--- config.mk ---
export PLATFORM = sky130hd
export DESIGN_NAME = program_loader
export DESIGN_NICKNAME = d
export VERILOG_FILES = /design/src/rtl/program_loader_pkg.sv /design/src/rtl/program_loader_byte_asm.sv /design/src/rtl/program_loader.sv
export SDC_FILE = /design/constraint.sdc
export NUM_CORES = 1
export LEC_CHECK = 0
export CAP_MARGIN = 20
export CORE_UTILIZATION = 50
export CTS_CLUSTER_DIAMETER = 50
export DETAILED_ROUTE_END_ITERATION = 12
export PLACE_DENSITY = 0.78
export SLEW_MARGIN = 20
export SYNTH_ARGS = -nofsm -noshare
export SYNTH_HDL_FRONTEND = slang
export SYNTH_SLANG_ARGS = --single-unit
--- constraint.sdc ---
create_clock -name clk -period 2.6 [get_ports clk]
set_clock_uncertainty 0.2 [all_clocks]
set_input_delay 0.26 -clock clk [delete_from_list [all_inputs] [get_ports clk]]
set_output_delay 0.26 -clock clk [all_outputs]
set_load 0.02 [all_outputs]
--- src/rtl/program_loader_pkg.sv ---
// Shared types and constants for the SUBLEQ boot loader: word geometry,
// the image length limit and the loader state encoding.
package program_loader_pkg;

  localparam int WORD_SIZE        = 32;
  localparam int LOADER_MAX_WORDS = 256;

  function automatic int bytes_per_word(input int ws);
    return (ws + 7) / 8;
  endfunction

  localparam int BYTES_PER_WORD = bytes_per_word(WORD_SIZE);

  typedef enum logic [2:0] {
    CNT_LO = 3'd0,
    CNT_HI = 3'd1,
    DATA   = 3'd2,
    WRITE  = 3'd3,
    DONE   = 3'd4,
    ERR    = 3'd5
  } loader_state_e;

endpackage

--- src/rtl/program_loader_byte_asm.sv ---
// Little-endian byte-to-word assembler: each loaded byte fills the next lane,
// o_last flags that the current lane is the final one of the word.
module program_loader_byte_asm #(
  parameter int WORD_SIZE = 32,
  parameter int BPW       = (WORD_SIZE + 7) / 8
) (
  input  logic                 clk,
  input  logic                 rst_n,
  input  logic                 i_clear,
  input  logic                 i_load,
  input  logic [7:0]           i_byte,
  output logic [WORD_SIZE-1:0] o_word,
  output logic                 o_last
);

  localparam int IDX_W = (BPW > 1) ? $clog2(BPW) : 1;

  logic [8*BPW-1:0] r_lanes;
  logic [IDX_W-1:0] r_idx;

  assign o_last = (r_idx == IDX_W'(BPW - 1));
  // Upper bits of the final lane beyond WORD_SIZE are dropped here.
  assign o_word = r_lanes[WORD_SIZE-1:0];

  always_ff @(posedge clk or negedge rst_n) begin
    if (!rst_n) begin
      r_lanes <= '0;
      r_idx   <= '0;
    end else if (i_clear) begin
      r_idx <= '0;
    end else if (i_load) begin
      for (int l = 0; l < BPW; l++) begin
        if (r_idx == IDX_W'(l)) r_lanes[8*l +: 8] <= i_byte;
      end
      r_idx <= o_last ? '0 : r_idx + 1'b1;
    end
  end

endmodule

--- src/rtl/program_loader.sv ---
// Boot loader: receives a length-prefixed byte image, writes it word by word
// into program memory and holds the SUBLEQ core in reset until it is complete.
module program_loader #(
  parameter int WORD_SIZE = program_loader_pkg::WORD_SIZE,
  parameter int LOAD_BASE = 0,
  parameter int MAX_WORDS = program_loader_pkg::LOADER_MAX_WORDS
) (
  input  logic                              clk,
  input  logic                              rst,
  input  logic [7:0]                        in_data,
  input  logic                              in_valid,
  output logic                              in_ready,
  input  logic                              reload,
  output logic [WORD_SIZE-1:0]              mem_addr,
  output logic [WORD_SIZE-1:0]              mem_data,
  output logic                              mem_write,
  output logic                              core_rst,
  output logic                              done,
  output logic                              err,
  output logic [15:0]                       words_loaded,
  output program_loader_pkg::loader_state_e dbg_state
);

  import program_loader_pkg::*;

  localparam int          BPW      = bytes_per_word(WORD_SIZE);
  localparam logic [16:0] MAX_W17  = 17'(MAX_WORDS);

  // Handshake: a byte transfers at a rising edge where in_valid && in_ready;
  // the source holds in_data stable until then.
  loader_state_e          r_state;
  loader_state_e          w_next;
  logic                   r_armed;
  logic [15:0]            r_count;
  logic [15:0]            r_words;
  logic                   w_fire;
  logic [15:0]            w_cnt_full;
  logic [WORD_SIZE-1:0]   w_word;
  logic                   w_last;

  assign w_fire     = in_valid && in_ready;
  assign w_cnt_full = {in_data, r_count[7:0]};

  program_loader_byte_asm #(
    .WORD_SIZE (WORD_SIZE),
    .BPW       (BPW)
  ) u_asm (
    .clk     (clk),
    .rst_n   (rst),
    .i_clear (r_state == CNT_HI),
    .i_load  (w_fire && (r_state == DATA)),
    .i_byte  (in_data),
    .o_word  (w_word),
    .o_last  (w_last)
  );

  always_ff @(posedge clk or negedge rst) begin
    if (!rst) begin
      r_state <= CNT_LO;
      r_armed <= 1'b0;
      r_count <= '0;
      r_words <= '0;
    end else begin
      r_state <= w_next;
      // in_ready stays low for the first cycle after reset release.
      r_armed <= 1'b1;
      if (r_state == CNT_LO && w_fire) r_count[7:0]  <= in_data;
      if (r_state == CNT_HI && w_fire) r_count[15:8] <= in_data;
      if (r_state == WRITE) r_words <= r_words + 16'd1;
      else if (r_state == DONE && reload) r_words <= '0;
    end
  end

  always_comb begin
    w_next    = r_state;
    in_ready  = 1'b0;
    mem_write = 1'b0;
    mem_addr  = '0;
    mem_data  = '0;
    core_rst  = 1'b1;
    done      = 1'b0;
    err       = 1'b0;
    unique case (r_state)
      CNT_LO: begin
        in_ready = r_armed;
        if (w_fire) w_next = CNT_HI;
      end
      CNT_HI: begin
        in_ready = r_armed;
        if (w_fire) begin
          if (w_cnt_full == 16'd0)                w_next = DONE;
          else if ({1'b0, w_cnt_full} > MAX_W17) w_next = ERR;
          else                                    w_next = DATA;
        end
      end
      DATA: begin
        in_ready = r_armed;
        if (w_fire && w_last) w_next = WRITE;
      end
      WRITE: begin
        mem_write = 1'b1;
        mem_addr  = WORD_SIZE'(LOAD_BASE) + WORD_SIZE'(r_words);
        mem_data  = w_word;
        w_next    = (r_words + 16'd1 == r_count) ? DONE : DATA;
      end
      DONE: begin
        core_rst = 1'b0;
        done     = 1'b1;
        if (reload) w_next = CNT_LO;
      end
      ERR: begin
        err = 1'b1;
        if (reload) w_next = CNT_LO;
      end
      default: w_next = CNT_LO;
    endcase
  end

  assign words_loaded = r_words;
  assign dbg_state    = r_state;

endmodule

==> run metrics <==
status=complete, no violations; number of buffers created by CTS=9; I/O Pins=100; R2R cell count=6; Worst Path Required=approximately 2100 ps; switching part of the total=35.4%; core area=0.00781 mm²; Synth Area in Compound Gates=11.8%; Slew Limit Headroom=between 50% and 60%; Critical Path, Cell by Cell=nand2_1 -> or2_2 -> inv_1 -> buf_6 -> clkdlybuf4s50_1; Leakage=0.00285 µW; Chip Height=just over 90 µm; CP Max Fanout=27; CP max stage cell=clkdlybuf4s50_1; total global routing overflow=0; via/cell ratio=approximately 5.6; initial antenna violation count=0; area of the mapped netlist=~0.004 mm²; CTS tree=done; slowest stage delay, CP=630 ps; RR Startpoint=words_loaded[11]$_DFFE_PN0P_; clk buf depth=2; DRC Markers=0; Iter 0 DRT Violations=130; CTS root buf=clkbuf_8; fmax=between 400 and 500 MHz; Clock Power Share=a little over a quarter; GRT Total Usage=between 20% and 30%; top cell type's share of synthesized area=42.8%; H-tree depth=3; Worst-path clk slew=approximately 80 ps; WL final=around 10 mm; Initial Utilization=a little over half; CP endpoint kind=output pin; Final Hold Fails=0; total number of vias=between 3k and 4k; final setup violation count=0; total clock sinks=70; FF-to-FF setup slack=200 ps; CP startpoint kind=flip-flop; worst slew pin tran=about 660 ps; Clk Latency, worst-skew pair=about 350 ps; IO buf count=83; share of layout cells above drive strength 1=just under 20%; P_sw=1340 µW; Setup Buffers After CTS=0; ANT cells=0; largest cells by area after synthesis=dfrtp_1 (43%), mux2_2 (13%), and2_1 (7.5%); die width=92.5 µm; routed length per instance=around 16 µm; DR pass1 iterations=4; combinational power share=31.3%; Max Slew Vio Count=0; YS warnings=0; Synth Area in Adders=1.53%; R2R Path End=dbg_state[1]$_DFFE_PN0P_; Gate Count Post-Synth=just over 400; # nets final=slightly above 500; crit path DAT=just over 2000 ps; power share of the sequential group=a little over two fifths; Hold Path Class=primary input to async pin; Synth async-reset ratio=100%; IR drop worst, VDD=approximately 0.30 mV; RSZ-0062 raised after global routing=no; count of cell types in the netlist=51; gpl congestion=a little over 0.9; die area=between 0.008 and 0.009 mm²; biggest area consumer among synthesized cells=dfrtp_1; WS Path Type=flip-flop to output pin; area delta synth->final=30.4%; min cycle time layout=around 2500 ps; fin crit share=95.7%; Fill cells=a little over 600; Simple-Gate Fraction of Synth Area=about a fifth; row count=32; Cell Pwr Density=710 mW/mm²; maxcap violations=0; detailed placer's ending HPWL=approximately 6.9 mm; Int Pwr=~2400 µW; proportion of synthesized area in mux cells=12.9%; vias in the first global route=roughly 3.3k; Setup TNS Final=0 ps; Detail Route Antenna Nets=0; Post-Syn Area per Cell=9.98 µm²; sequential-to-total area share from yosys stat=between 40 and 50%; FF+latch count, synth=70; total power=3790 µW; first-pass GRT wire length=around 17 mm; largest family of logic cells by synthesized area=simple AND/OR/NAND/NOR gates; ys flop type=dfrtp_1; Post-synth EDFFs=0; largest net degree at the start of global routing=46; XOR/XNOR Fraction of Synth Area=3.85%
how the worst max path moves through the flow:
| stage | from | endpoint | slack (ps) | cells past startpoint |
|---|---|---|---|---|
| after floorplan | dbg_state[1]$_DFFE_PN0P_ | mem_addr[10] | 140 | 7 |
| after CTS | dbg_state[1]$_DFFE_PN0P_ | mem_data[20] | 0.9 | 6 |
| after global placement | in_data[4] | dbg_state[1]$_DFFE_PN0P_ | 220 | 7 |
| after detailed placement | in_data[4] | dbg_state[1]$_DFFE_PN0P_ | 180 | 7 |
| after global routing | dbg_state[0]$_DFFE_PN0P_ | mem_write | 3 | 5 |
| final | dbg_state[1]$_DFFE_PN0P_ | mem_write | 110 | 5 |
logic make-up after synthesis:
kind of cell / Yosys count
compound gates: 76
xor+xnor: 18
fa+ha+maj: 5
buf+inv: 51
flops: 70
mux: 47
other cells: 2
simple gates: 141
critical path: cells and delay by family (launching register included):
kind | cells | cell delay (ps)
buffers and inverters | 3 | 970
and+or+nand+nor | 2 | 350
DFF | 1 | 360
metal layers:
| metal | track usage (%) | wire length, µm | up-vias |
|---|---|---|---|
| li1 | - | - | 1597 |
| met1 | 33.9 | 4360 | 1634 |
| met2 | 40.7 | 4840 | 123 |
| met3 | 6.08 | 648 | 11 |
| met4 | 8.98 | 143 | 0 |
| met5 | 0 | 0 | - |
power by group through the flow:
stage	Clock (µW)	Combinational [µW]	Sequential [µW]
floorplan	0	794	1560
global placement	0	1160	1580
detailed placement	0	1180	1600
CTS	1030	1190	1570
global route	1090	1310	1620
finish	1020	1190	1580
cells in the final DEF, fill, tap and decap left out, types with 3 or more instances in the layout:
| cell type | n |
|---|---|
| xnor2_1 | 10 |
| nor2_1 | 19 |
| and2_1 | 49 |
| o21ai_0 | 26 |
| a21oi_1 | 12 |
| nand3_1 | 7 |
| nand2_1 | 21 |
| o31ai_1 | 6 |
| dlygate4sd2_1 | 23 |
| o41ai_1 | 4 |
| nor4_1 | 3 |
| ha_1 | 5 |
| mux2_2 | 47 |
| o22ai_1 | 3 |
| or4_1 | 3 |
| clkdlybuf4s50_1 | 36 |
| buf_4 | 20 |
| dfrtp_1 | 70 |
| conb_1 | 17 |
| a31oi_1 | 8 |
| clkbuf_8 | 10 |
| and3b_1 | 3 |
| o21a_1 | 3 |
| xor2_1 | 8 |
| and4_1 | 3 |
| nor3_1 | 5 |
| dlymetal6s2s_1 | 23 |
| nand4_1 | 10 |
| inv_1 | 7 |
synthesized netlist by cell type (2+ instances only):
| master | number |
|---|---|
| dfrtp_1 | 70 |
| and2_1 | 49 |
| mux2_2 | 47 |
| o21ai_0 | 26 |
| nand2_1 | 21 |
| nor2_1 | 19 |
| buf_4 | 18 |
| clkbuf_1 | 17 |
| a21oi_1 | 13 |
| nand4_1 | 10 |
| xnor2_1 | 10 |
| buf_2 | 9 |
| a31oi_1 | 8 |
| nand3_1 | 8 |
| xor2_1 | 8 |
| inv_1 | 7 |
| o31ai_1 | 6 |
| ha_1 | 5 |
| nor3_1 | 5 |
| o41ai_1 | 4 |
| and3b_1 | 3 |
| and4_1 | 3 |
| nor4_1 | 3 |
| o21a_1 | 3 |
| o22ai_1 | 3 |
| or4_1 | 3 |
| a211oi_1 | 2 |
| conb_1 | 2 |
| nand2b_1 | 2 |
| nor2b_1 | 2 |
| nor3b_1 | 2 |
| o211ai_1 | 2 |
| or3_1 | 2 |
final cells by class:
type                            count  area (µm²)  share of cell area (%)
Clock inverter                      6        93.8                    1.76
Inverter                            7        26.3                   0.492
Multi-Input combinational cell    304        2140                    40.0
Tap cell                          102         128                    2.39
Clock buffer                       10         138                    2.58
Sequential cell                    70        1750                    32.8
Timing Repair Buffer              107        1070                    20.0
metrics by stage:
step	cells	cell area, µm²	utilization, %	setup slack [ps]	hold slack [ps]
floorplan	425	4150	-	135	-236
global placement	589	5060	64.8	217	109
detailed placement	589	5060	64.8	175	111
CTS	606	5270	67.5	0.863	285
global route	606	5340	68.4	2.62	310
finish	606	5340	68.4	112	263
sequential cells by signal (all words and copies together), names as in the netlist:
register / flops
u_asm.r_idx: 2
r_count: 16
words_loaded: 16
dbg_state: 3
u_asm.o_word: 32
r_armed: 1
repair_timing:
item / in CTS / in global routing
resized for setup: 24 / 24
hold buffers: 1 / 0
hold endpoints to repair: 25 / 0
gates cloned: 0 / 0
setup endpoints to repair: 19 / 24
No activity file was read; power rests on OpenSTA's default activity.
==> variant 1, RTL diff (same settings) <==
`WORD_SIZE` is set to 32 in 2 places; all go to 16.
--- a/src/rtl/program_loader_pkg.sv
+++ b/src/rtl/program_loader_pkg.sv
@@ -2,7 +2,7 @@
 // the image length limit and the loader state encoding.
 package program_loader_pkg;
 
-  localparam int WORD_SIZE        = 32;
+  localparam int WORD_SIZE        = 16;
   localparam int LOADER_MAX_WORDS = 256;
 
   function automatic int bytes_per_word(input int ws);
--- a/src/rtl/program_loader_byte_asm.sv
+++ b/src/rtl/program_loader_byte_asm.sv
@@ -1,7 +1,7 @@
 // Little-endian byte-to-word assembler: each loaded byte fills the next lane,
 // o_last flags that the current lane is the final one of the word.
 module program_loader_byte_asm #(
-  parameter int WORD_SIZE = 32,
+  parameter int WORD_SIZE = 16,
   parameter int BPW       = (WORD_SIZE + 7) / 8
 ) (
   input  logic                 clk,
Ports: changed (resized mem_addr and mem_data); port bits go from 100 to 68. No check against the original RTL was run, so the function may have changed too.
==> variant 1 against the unedited design <==
Sequential cell count fell by 17. Register-to-register slack lost 0.08 ns. Largest power group is now combinational cells. Critical endpoint is now dbg_state[1]. Worst hold slack got worse by 0.026 ns. Design area down 21%. Setup slack gained 0.013 ns. Count of clock-buffer cells in the layout fell by 4. Combinational power is 32% higher. Synthesized area decreased by 23%. Power is 6.0% lower. Routed wire length is 18% lower.
==> variant 1: results (changes against the unedited design) <==
[logic_synthesis]
ys_types=57  ; +12%
synthAdderAreaFrac_pct=0.3951  ; -1.1 points
synth_common_cells=dfrtp_1, and2_1, mux2_2
synth_compound_area_share_pct=12.68  ; +0.85 points
synth.area.mux_share_pct=12.01  ; -0.92 points
synth_flop_cell=dfrtp_1
synth_xor_area_share_pct=5.531  ; +1.7 points
yosysSeqAreaShare_pct=41.88  ; -0.92 points
synthTopCellsByArea=dfrtp_1, mux2_2, and2_1
ys.warnings.count=0  ; unchanged

[sta]
final.min_clock_period_ns=2.475  ; -0.01269 ns
worstMarginPinSlew_ns=0.5021  ; -0.1597 ns

[detailed_routing]
top_layer_used=met4
via_count=2890  ; -14%
met2_length_microns=4130  ; -15%
wirelength_met1_microns=3472  ; -20%
dr.pass1.iters=5  ; +1
routedWlPerCell_microns=17.02  ; +3.2%
first_iter_violations=153  ; +18%
route.met3.wl_microns=498  ; -23%

[pwr]
vdd_drop_max_uv=502.2  ; +68%
p_leak_nw=2.306  ; -19%
clkPwrFrac_pct=14.5  ; -13 points
seqPwrFrac_pct=41.5  ; -0.2 points
p_sw_share_pct=41.84  ; +6.4 points
pg_seq_mw=1.48  ; -6%

[global_routing]
grt_pass1_wl_microns=13640  ; -19%
grt_usage_pct=26.96  ; +1.4 points
grt_max_degree=36  ; -22%
grt.met3_usage_pct=4.778  ; -1.3 points
grt_pass1_vias=2845  ; -13%
globalRouteOverflowTotal=0  ; unchanged
globalRouteMet2Util_pct=45.50  ; +4.8 points
met1_usage_pct=34.89  ; +1.0 points

[cts]
cts_made_buffers=5  ; -4
clk_path_buf_depth=2  ; unchanged
clk_pin_slew_worst_paths_ns=0.10  ; +0.02 ns
cts_resized=2  ; -92%
htreeDepth=2  ; -1
clock-root-buffer=clkbuf_8
post_cts_buffers=0  ; unchanged
clk_latency_ns=0.31  ; -0.04 ns

[place]
port_buffers=67  ; -19%
gp_congestion=0.9234  ; +1.7%
dpl.hpwl_microns=5908  ; -15%

[worst_setup_path]
cp_top_family=simple AND/OR/NAND/NOR gates
reg2reg_depth=7  ; +1
cp.arrival_ns=2.48  ; +0.45 ns
worstReg2RegStart=words_loaded[1]
cpPeakStageDelay_ns=0.44  ; -0.19 ns
r2r_slack_ns=0.12  ; -0.08 ns
worstReg2RegEnd=dbg_state[1]
path_max_fanout=6  ; -78%
critPathKind=reg -> reg
slowest_stage=dfrtp_1

[layout]
final_nets=420  ; -19%
n_antenna_cell=0  ; unchanged
drive_gt1_share_pct=18.87  ; -0.37 points

[outcome]
status=finished clean

## variant 1: cell count changes after synthesis, moves of 4 or more
cell,change
and2_1,-17
buf_4,-17
dfrtp_1,-17
mux2_2,-15
o21ai_0,-7
o21ai_1,+7
clkbuf_1,-5
a31oi_1,-4
ha_1,-4
nor2_1,+4
## variant 1: final cells by class
class | count | area [sq um]
flip-flops and latches | 53 | 1326
inverters | 6 | 22.52
repair buffers | 92 | 934.6
multi-input cells | 249 | 1725
clock inverters | 2 | 17.52
clock buffers | 6 | 82.58
fillers | 465 | 1823
well taps | 75 | 93.84
## variant 1: stage by stage
stage / cell area, sq um / utilization, % / hold WS [ns] / std cells
finish: 4203 / 69.75 / 0.2370 / 483
global route: 4203 / 69.75 / 0.2745 / 483
CTS: 4123 / 68.42 / 0.2326 / 483
detailed placement: 4010 / 66.55 / 0.03384 / 474
global placement: 4010 / 66.55 / 0.03230 / 474
floorplan: 3167 / - / -0.2356 / 330
==> variant 2, RTL diff (same settings) <==
Made on the original files. Reset style: synchronous (`rst` and `rst_n`), changed in 2 clocked blocks.
--- a/src/rtl/program_loader_byte_asm.sv
+++ b/src/rtl/program_loader_byte_asm.sv
@@ -22,7 +22,7 @@
   // Upper bits of the final lane beyond WORD_SIZE are dropped here.
   assign o_word = r_lanes[WORD_SIZE-1:0];
 
-  always_ff @(posedge clk or negedge rst_n) begin
+  always_ff @(posedge clk) begin
     if (!rst_n) begin
       r_lanes <= '0;
       r_idx   <= '0;
--- a/src/rtl/program_loader.sv
+++ b/src/rtl/program_loader.sv
@@ -54,7 +54,7 @@
     .o_last  (w_last)
   );
 
-  always_ff @(posedge clk or negedge rst) begin
+  always_ff @(posedge clk) begin
     if (!rst) begin
       r_state <= CNT_LO;
       r_armed <= 1'b0;
Behaviour: differs if rst is asserted again (counterexample within 4 cycles, from zero or initial values and one cycle with rst low); with rst held inactive, the same outputs for 10 cycles.
==> variant 2 against the unedited design <==
Setup slack worse by 0.018 ns. Die area is 0.51% higher. Global-route usage is 1.1 points higher. Non-clock buffer count is 1 higher. Synthesized area is 0.52% higher. Sequential cell count stayed put. Design area is 0.30% lower. Routed wire length is 11% higher. Maximum frequency is 0.71% lower.
Power is not compared: it rests on default switching activity, and its combinational part moved more than twofold at a synthesized area within 25%.
==> variant 2: results (changes against the unedited design) <==
[outcome]
status=finished clean

[worst_setup_path]
worstReg2RegStart=words_loaded[3]
cp.arrival_ns=2.05  ; +0.02 ns
crit_start=dbg_state[0]
path_max_fanout=39  ; +44%
worstReg2RegEnd=dbg_state[2]
endpoint=mem_data[25]

[pwr]
p_leak_nw=2.125
power.net_switching_uw=541.6

[worst_hold_path]
hp-class=reg -> reg
min-delay-start=u_asm.o_word[2]

[logic_synthesis]
yosysSeqAreaShare_pct=34.06  ; -8.7 points
synth_flop_cell=dfxtp_1
synth_common_cells=dfxtp_1, and3_1, nand2_1
synth-async-reset-ratio_pct=0  ; -100 points
synthTopCellsByArea=dfxtp_1, and3_1, mux2i_1

[global_routing]
grt_max_degree=71  ; +54%
grt_usage_pct=26.61  ; +1.1 points
grt_pass1_wl_microns=17820  ; +6.3%
grt.met3_usage_pct=4.023  ; -2.1 points
grt_pass1_vias=3626  ; +11%
met1_usage_pct=35.03  ; +1.2 points
globalRouteMet2Util_pct=42.72  ; +2.0 points

[detailed_routing]
dr.pass1.iters=5  ; +1
met2_length_microns=5291  ; +9.3%
first_iter_violations=376  ; +190%
via_count=3933  ; +17%
wirelength_met1_microns=4960  ; +14%
route.met3.wl_microns=623  ; -3.9%
routedWlPerCell_microns=16.18  ; -1.8%

[place]
dpl.hpwl_microns=7555  ; +9.2%
gp_congestion=0.8742  ; -3.8%

[layout]
final_nets=597  ; +16%

-- variant 2: cell count changes in the layout (fill, tap and decap cells not counted), sizes merged, moves of 34 or more --
cell and change:
nand3 +34, mux2 -47, clkdlybuf4s50 +47, a21boi +35, dfxtp +70, and2 -45, dfrtp -70, and3 +50
-- variant 2: through the flow --
stage	total power, mW	cells	hold slack [ns]	area, sq um	setup WS, ns
after floorplan	1.228	518	0.08772	4170	0.2958
after global placement	1.282	671	0.2374	5051	0.2446
after detailed placement	1.285	671	0.2425	5051	0.1921
after CTS	2.460	687	0.2509	5321	0.007711
after global routing	2.522	687	0.2748	5323	0.02789
final	2.450	687	0.2491	5323	0.09428
-- variant 2: worst min path at each step --
stage / end / cells past startpoint
floorplan: r_armed / 0
CTS: u_asm.o_word[2] / 2
global route: u_asm.o_word[23] / 2
detailed placement: u_asm.o_word[2] / 2
finish: u_asm.o_word[2] / 2
global placement: u_asm.o_word[3] / 2
-- variant 2: cell families after synthesis --
group | Yosys count | synth area share (%)
AND/OR/NAND/NOR | 237 | 33.39
AO/OA/AOI/OAI | 88 | 14.42
XOR/XNOR | 19 | 4.045
other | 1 | 0.09115
adder cells (fa/ha/maj) | 5 | 1.521
multiplexers | 20 | 4.866
buffers and inverters | 63 | 7.603
flip-flops | 70 | 34.06
-- variant 2: what timing repair did --
item	in CTS	in global routing
hold buffers	0	0
endpoints found under the setup margin	0	38
hold endpoints to repair	0	0
gates resized for setup	0	1
-- variant 2: cell type report --
type	count	area, sq um
tap	102	127.6
clock inverter	6	132.6
inverter	6	22.52
sequential	70	1403
timing repair buffer	108	1044
multi-input combinational	385	2456
clock buffer	10	137.6
fill	662	2525
-- variant 2: critical path, delay by kind of cell (launching register included) --
family	cells	cell delay, ns
buf+inv	2	0.84
simple gates	2	0.45
flops	1	0.41
